File: src/rtl/round_sat_pipe.sv
// round_sat_pipe: two-stage multi-lane requantiser Q(2I.2F) -> Q(I.F).
// Each lane rounds in S1 using the mode that came with its beat. S2 clamps
// the result and raises a flag. A sticky counter tracks delivered beats in
// which any lane was clamped.

// One lane: S1 rounds, S2 saturates. The parent supplies the load enables.
module round_sat_lane #(
  parameter int IW = 32,
  parameter int OW = 16,
  parameter int F  = 9,
  parameter int RW = IW - F + 1
) (
  input  logic          clk,
  input  logic          rst_n,
  input  logic          ld1,
  input  logic          ld2,
  input  logic [IW-1:0] x_i,
  input  logic [1:0]    mode_i,
  output logic [OW-1:0] y_o,
  output logic          sat_o
);
  logic [RW-1:0] t, r_d, r_q;
  logic [OW-1:0] y_d, y_q;
  logic          sat_d, sat_q;
  logic          g, s, l, neg, inc;

  // S1: arithmetic truncate, then add the increment selected by the mode.
  // The carry is kept in the wide word, so a round-up past max still clamps.
  always_comb begin
    t   = RW'($signed(x_i) >>> F);
    g   = x_i[F-1];
    s   = |x_i[F-2:0];
    l   = x_i[F];
    neg = x_i[IW-1];
    inc = 1'b0;
    case (mode_i)
      2'b00:   inc = 1'b0;
      2'b01:   inc = g;
      2'b10:   inc = g & (s | l);
      default: inc = neg & (g | s);
    endcase
    r_d = ld1 ? (t + {{(RW-1){1'b0}}, inc}) : r_q;
  end

  // S2: the value fits when bits [RW-1:OW-1] are all equal. Otherwise clamp
  // toward the sign.
  always_comb begin
    y_d   = y_q;
    sat_d = sat_q;
    if (ld2) begin
      if (!r_q[RW-1] && (|r_q[RW-2:OW-1])) begin
        y_d   = {1'b0, {(OW-1){1'b1}}};
        sat_d = 1'b1;
      end else if (r_q[RW-1] && !(&r_q[RW-2:OW-1])) begin
        y_d   = {1'b1, {(OW-1){1'b0}}};
        sat_d = 1'b1;
      end else begin
        y_d   = r_q[OW-1:0];
        sat_d = 1'b0;
      end
    end
  end

  // Lane stage registers.
  always_ff @(posedge clk or negedge rst_n) begin
    if (!rst_n) begin
      r_q   <= '0;
      y_q   <= '0;
      sat_q <= 1'b0;
    end else begin
      r_q   <= r_d;
      y_q   <= y_d;
      sat_q <= sat_d;
    end
  end

  assign y_o   = y_q;
  assign sat_o = sat_q;
endmodule

module round_sat_pipe #(
  parameter int para_int_bits  = 7,
  parameter int para_frac_bits = 9,
  parameter int LANES          = 4,
  parameter int CNT_W          = 16
) (
  input  logic                                            clk,
  input  logic                                            rst_n,
  input  logic                                            in_valid_i,
  output logic                                            in_ready_o,
  input  logic [LANES*2*(para_int_bits+para_frac_bits)-1:0] in_data_i,
  input  logic [1:0]                                      mode_i,
  output logic                                            out_valid_o,
  input  logic                                            out_ready_i,
  output logic [LANES*(para_int_bits+para_frac_bits)-1:0] out_data_o,
  output logic [LANES-1:0]                                out_sat_o,
  input  logic                                            sat_cnt_clr_i,
  output logic [CNT_W-1:0]                                sat_cnt_o
);
  localparam int OW = para_int_bits + para_frac_bits;
  localparam int IW = 2 * OW;
  localparam int RW = IW - para_frac_bits + 1;

  logic [2:1]                vld_pipe_d, vld_pipe_q;
  logic                      rdy1, rdy2, ld1, ld2;
  logic [LANES-1:0][OW-1:0]  y;
  logic [LANES-1:0]          sat;
  logic [CNT_W-1:0]          cnt_d, cnt_q;

  // Handshake: a stage may take a beat when it is empty or is being drained.
  // Data registers load only for real beats, so a stall leaves them unchanged.
  always_comb begin
    rdy2       = !vld_pipe_q[2] || out_ready_i;
    rdy1       = !vld_pipe_q[1] || rdy2;
    ld1        = rdy1 && in_valid_i;
    ld2        = rdy2 && vld_pipe_q[1];
    vld_pipe_d = vld_pipe_q;
    if (rdy1) vld_pipe_d[1] = in_valid_i;
    if (rdy2) vld_pipe_d[2] = vld_pipe_q[1];
  end

  for (genvar k = 0; k < LANES; k++) begin : g_lane
    round_sat_lane #(.IW(IW), .OW(OW), .F(para_frac_bits), .RW(RW)) u_lane (
      .clk    (clk),
      .rst_n  (rst_n),
      .ld1    (ld1),
      .ld2    (ld2),
      .x_i    (in_data_i[k*IW +: IW]),
      .mode_i (mode_i),
      .y_o    (y[k]),
      .sat_o  (sat[k])
    );
  end

  // Saturation-event counter: a clear wins, and the count holds at all-ones.
  always_comb begin
    cnt_d = cnt_q;
    if (sat_cnt_clr_i)
      cnt_d = '0;
    else if (vld_pipe_q[2] && out_ready_i && (|sat) && !(&cnt_q))
      cnt_d = cnt_q + CNT_W'(1);
  end

  // Valid bits and the counter.
  always_ff @(posedge clk or negedge rst_n) begin
    if (!rst_n) begin
      vld_pipe_q <= '0;
      cnt_q      <= '0;
    end else begin
      vld_pipe_q <= vld_pipe_d;
      cnt_q      <= cnt_d;
    end
  end

  assign in_ready_o  = rdy1;
  assign out_valid_o = vld_pipe_q[2];
  assign out_data_o  = y;
  assign out_sat_o   = sat;
  assign sat_cnt_o   = cnt_q;
endmodule

File: config.mk
export PLATFORM = sky130hd
export DESIGN_NAME = round_sat_pipe
export DESIGN_NICKNAME = d
export VERILOG_FILES = /design/src/rtl/round_sat_pipe.sv
export SDC_FILE = /design/constraint.sdc
export NUM_CORES = 1
export LEC_CHECK = 0
export ABC_AREA = 1
export CORE_MARGIN = 2
export CORE_UTILIZATION = 52
export CTS_CLUSTER_SIZE = 28
export DETAILED_ROUTE_END_ITERATION = 6
export GPL_TIMING_DRIVEN = 1
export PLACE_DENSITY = 0.81
export SYNTH_ARGS = -nofsm -noshare
export SYNTH_HDL_FRONTEND = slang
export SYNTH_SLANG_ARGS = --single-unit
File: constraint.sdc
create_clock -name clk -period 1.84 [get_ports clk]
set_input_delay 0.368 -clock clk [delete_from_list [all_inputs] [get_ports clk]]
set_output_delay 0.368 -clock clk [all_outputs]
set_load 0.05 [all_outputs]
== After elaboration in Yosys (flattened, before gate mapping) ==
Index checks and enable logic that the tools add are counted.
Word-level totals
  logic and storage cells: 102
  bits in registers: 182
  output and inout bits: 86
  input bits: 135
Operators by class
  bitwise logic cells: 16
  eq/ne operators: 2
  reduce and logical (&&, ||, !) cells: 42
  add/subtract/negate cells: 5
  multiplexer cells: 22
Operators by type and width (count)
  16-bit two-way mux: 10
  23-bit by 2-bit adder with 24-bit output: 4
  8-bit OR reduction: 8
  8-bit AND reduction: 4
  16-bit by 1-bit adder with 16-bit output (second input constant): 1
  16-bit AND reduction: 1
  1-bit logical AND: 13
  1-bit one-hot mux with 3 select lines: 4
  1-bit zero test: 11
  1-bit AND: 8
  1-bit two-way mux: 8
  1-bit OR: 8
  4-bit OR reduction: 1
  2-bit by 1-bit == test with 1-bit output (second input constant): 1
  2-bit == test (second input constant): 1
  2-bit zero test: 1
  1-bit logical OR: 2
  2-bit nonzero test: 1

== Depth between registers and ports, before layout ==
  depth in word-level cells: 5
  mapped depth: 17

== Cells and area by module ==
A second synthesis with hierarchy kept.
Unflattened totals
  cells, all modules: 1550
  area total of the unflattened synthesis: 10704.0 µm²
Modules (own cells, without submodules)
  round_sat_lane: cells an instance 347, area an instance 2388.5 µm², instances 4, sequential area each 1026.0 µm²
  round_sat_pipe: cells an instance 162, area an instance 1149.9 µm², instances 1, sequential area each 450.4 µm²

== Worst setup path before layout ==
OpenSTA, ideal clock, no wires.
  kind: in2reg
  start point: in in_data_i[71]
  end point: reg g_lane[2].u_lane.r_q[12]
  setup time: 0.117 ns
  path buffers: 0
  data arrival time: 1.911 ns
  data required time: 1.723 ns
  stages: 15
  path slack: -0.188 ns
  cells stage by stage: nor2_1 > nand2_1 > nor2_1 > nand2_1 > a21oi_1 > nor2_1 > ha_1 > ha_1 > nand2_1 > nor2_1 > nand2_1 > nor2_1 > or2_2 > nand3_1 > nand2_1
Between the ends
  word-level cells in the longest chain between the ends: 5
  elaborated cells on any way between the ends: 7
  those cells by class: 1 x add/sub; 1 x mux; 4 x bitwise; 1 x reduce/logical
Ends and longest elaborated chain
  start, declared: line 91  | input logic [LANES*2*(para_int_bits+para_frac_bits)-1:0] in_data_i,
  8-bit OR reduction *: line 32  | s = |x_i[F-2:0];
  1-bit OR (on tied branches): line 40, 39
  1-bit AND (on tied branches): line 40, 39
  1-bit one-hot mux with 3 select lines *: line 36  | case (mode_i)
  23-bit by 2-bit adder with 24-bit output *: line 42  | r_d = ld1 ? (t + {{(RW-1){1'b0}}, inc}) : r_q;
  end signal, assigned: line 71  | r_q <= r_d;
  end, declared: line 22  | logic [RW-1:0] t, r_d, r_q;
Mark *: on every way between the ends. The rest lies on a longest branch, timed or not.
A chain may end at the register's enable or synchronous reset.

== Worst setup path after layout ==
  start point: in in_data_i[72]
  end point: reg g_lane[2].u_lane.r_q[20]
Between the ends
  word-level cells in the longest chain between the ends: 4
  elaborated cells on any way between the ends: 5
  those cells by class: 1 x add/sub; 1 x mux; 3 x bitwise
Ends and longest elaborated chain
  1-bit OR: line 40  | default: inc = neg & (g | s);
  1-bit AND: line 40
  1-bit one-hot mux with 3 select lines *: line 36
  23-bit by 2-bit adder with 24-bit output *: line 42
Marked as above.

==> impl_metrics.json <==
{
  "power_leakage_nw": 7.49,
  "routabilityCongestion": 0.948,
  "yosysMostFrequentCell": "nand2_1",
  "die_area_um2": 21700,
  "tightest_slew_ns": 0.433,
  "synth-seq-area-share_pct": 42.6,
  "irDropWorstVdd_mv": 0.620,
  "synth_top_area_share_pct": 42.6,
  "total_power_mw": 14.7,
  "syn_inst": 1543,
  "arrival_ns": 2.15,
  "fin_area_um2": 14800,
  "ff2ff_setup_slack_ns": 0.23,
  "setup_viol": 0,
  "drcViolationCount": 0,
  "synth_edf_count": 0,
  "grt_max_degree": 45,
  "final.period_utilization_pct": 96.2,
  "crit_type": "primary input to flip-flop",
  "nets": 2014,
  "dp_hpwl_um": 22800,
  "synthTopCellsByCount": "638 x nand2_1, 182 x dfrtp_1, 180 x inv_1, 148 x nor2_1, 129 x nand3_1",
  "post-route-util_pct": 73.6,
  "finalSetupTns_ns": 0,
  "async_flop_share_pct": 100,
  "placedCellCount": 2112,
  "synth_top_cell_by_area": "dfrtp_1",
  "fmax_mhz": 565,
  "status": "finished clean",
  "root_buffer": "clkbuf_16",
  "die_h_um": 147,
  "areaGrowthSynthToFinish_pct": 39.0,
  "ioPinCount": 221,
  "stdcell_count": 2152,
  "grt_pass1_wl_um": 49900,
  "start_kind": "primary input",
  "clock_latency_ns": 0.44,
  "ant_nets": 0,
  "wire_per_inst_um": 14.0,
  "htree_levels": 4,
  "place_area_um2": 13900,
  "ys_ff_latch": 182,
  "chipWidth_um": 147,
  "fin_ws_ns": 0.0706,
  "hp-class": "primary input to asynchronous set/reset pin",
  "grt_util_all_layers_pct": 28.6,
  "fin_worst_skew_ns": 0.0114,
  "clk_pin_slew_worst_paths_ns": 0.07,
  "drt_pass1_iterations": 6,
  "first_iter_violations": 678,
  "rsz0062_at_grt": "yes",
  "globalRouteOverflowTotal": 0,
  "hold_viol_final": 0,
  "synth.cell_area_um2": 10700,
  "syn-num-nets": 1689,
  "synth.distinct_cells": 35,
  "viasPerCell": 5.08,
  "hold_ws_ns": 0.427,
  "power_density_nw_per_um2": 992,
  "num_vias": 10925,
  "drive_above_1_share_pct": 22.6,
  "maxCapViolCount": 0,
  "rows": 52,
  "dp_worst_setup_slack_ns": -0.889,
  "synth-main-ff-cell": "dfrtp_1",
  "cp_data_required_time_ns": 2.22,
  "synthTopCellsByArea": "dfrtp_1 43%, nand2_1 22%, inv_1 6.3%",
  "grt_pass1_vias": 10591,
  "routed_wl_um": 30100,
  "cts_buffer_depth": 2,
  "final-max-slew-violation-count": 0,
  "cts_num_sinks": 182,
  "fp.coreArea_um2": 20200,
  "relSlewSlack_pct": 71.1,
  "start_util_pct": 52.9,
  "yosys_warnings": 0,
  "endpoint_kind": "flip-flop",
  "worst-path-max-fanout": 4,
  "tritoncts": "yes",
  "antenna_found_initial": 3,
  "io_buffer_count": 220,
  "fin_crit_ns": 1.77,
  "cts_buffers": 17,
  "syn_area_per_cell_um2": 6.92
}
-- final cells by class --
class	count	area, um^2
flip-flops and latches	182	4560
multi-input cells	1135	5640
clock inverters	12	166
inverters	183	687
diodes	2	5.00
well taps	270	338
repair buffers	349	3000
fillers	1609	5330
clock buffers	19	453
-- flip-flops by register name (all words and copies together) (netlist names) --
register             count
g_lane.u_lane.r_q       96
vld_pipe_q               2
sat_cnt_o               16
g_lane.u_lane.y_o       64
g_lane.u_lane.sat_o      4
-- layer usage --
layer / global-route usage [%] / vias to the layer above / routed length [um]
met5: 0 / - / 13
met4: 12.3 / 2 / 984
met3: 4.50 / 77 / 1590
met2: 48.3 / 333 / 14700
met1: 36.5 / 5086 / 12700
li1: - / 5427 / -
-- final timing paths --
path | start | end | depth (start not counted)
setup reg to reg | sat_cnt_o[0]$_DFFE_PN0P_ | sat_cnt_o[0]$_DFFE_PN0P_ | 9
hold reg to reg | g_lane[2].u_lane.r_q[12]$_DFFE_PN0P_ | g_lane[2].u_lane.r_q[12]$_DFFE_PN0P_ | 2
min in group clk | in_data_i[95] | g_lane[2].u_lane.r_q[22]$_DFFE_PN0P_ | 5
max in group asynchronous | rst_n | g_lane[0].u_lane.y_o[15]$_DFFE_PN0P_ | 3
hold / removal | rst_n | g_lane[1].u_lane.y_o[9]$_DFFE_PN0P_ | 2
setup / recovery | in_data_i[72] | g_lane[2].u_lane.r_q[20]$_DFFE_PN0P_ | 13
-- where the power goes --
group | switching [mW] | internal (mW) | total [mW]
Sequential | 0.507 | 4.84 | 5.35
Combinational | 3.71 | 1.81 | 5.52
Clock | 1.63 | 2.23 | 3.85
-- kinds of logic (layout without fill, tap and decap cells) --
logic type / Yosys count / count (layout) / share of synthesized area, %
AND/OR/NAND/NOR: 979 / 979 / 38.0
buffers and inverters: 226 / 563 / 8.94
flip-flops: 182 / 182 / 42.6
AO/OA/AOI/OAI: 116 / 116 / 6.74
XOR/XNOR: 29 / 29 / 2.38
adder cells (fa/ha/maj): 11 / 11 / 1.29
other: 0 / 2 / 0
-- repair_timing --
action | in CTS | in global routing
endpoints found under the hold margin | 35 | 0
buffers inserted | 2 | 4
hold buffers | 1 | 0
gates resized for setup | 112 | 118
pin swaps | 72 | 93
setup endpoints to repair | 87 | 78
-- worst max-delay path, cell delays in order --
cell and delay, ns:
clkdlybuf4s50_1 0.46, o22ai_1 0.08, nor2_1 0.13, ha_2 0.25, ha_4 0.16, nand2_4 0.07
nor2_4 0.13, nand2_4 0.09, nor2_4 0.14, nand2_1 0.06, nand2_1 0.07, nand3_2 0.07
nand2_1 0.06
-- cell usage in the layout (no fill, tap or decap), types with 24 or more instances in the layout --
cell type,synthesis,routed
buf_4,16,198
nand3_1,129,113
o21ai_0,65,51
clkbuf_2,2,29
nor2_4,5,24
nor2_1,148,121
inv_1,180,176
clkdlybuf4s50_1,0,89
xor2_1,26,24
nand2_1,638,616
dfrtp_1,182,181
(Power assumes the default switching activity.)
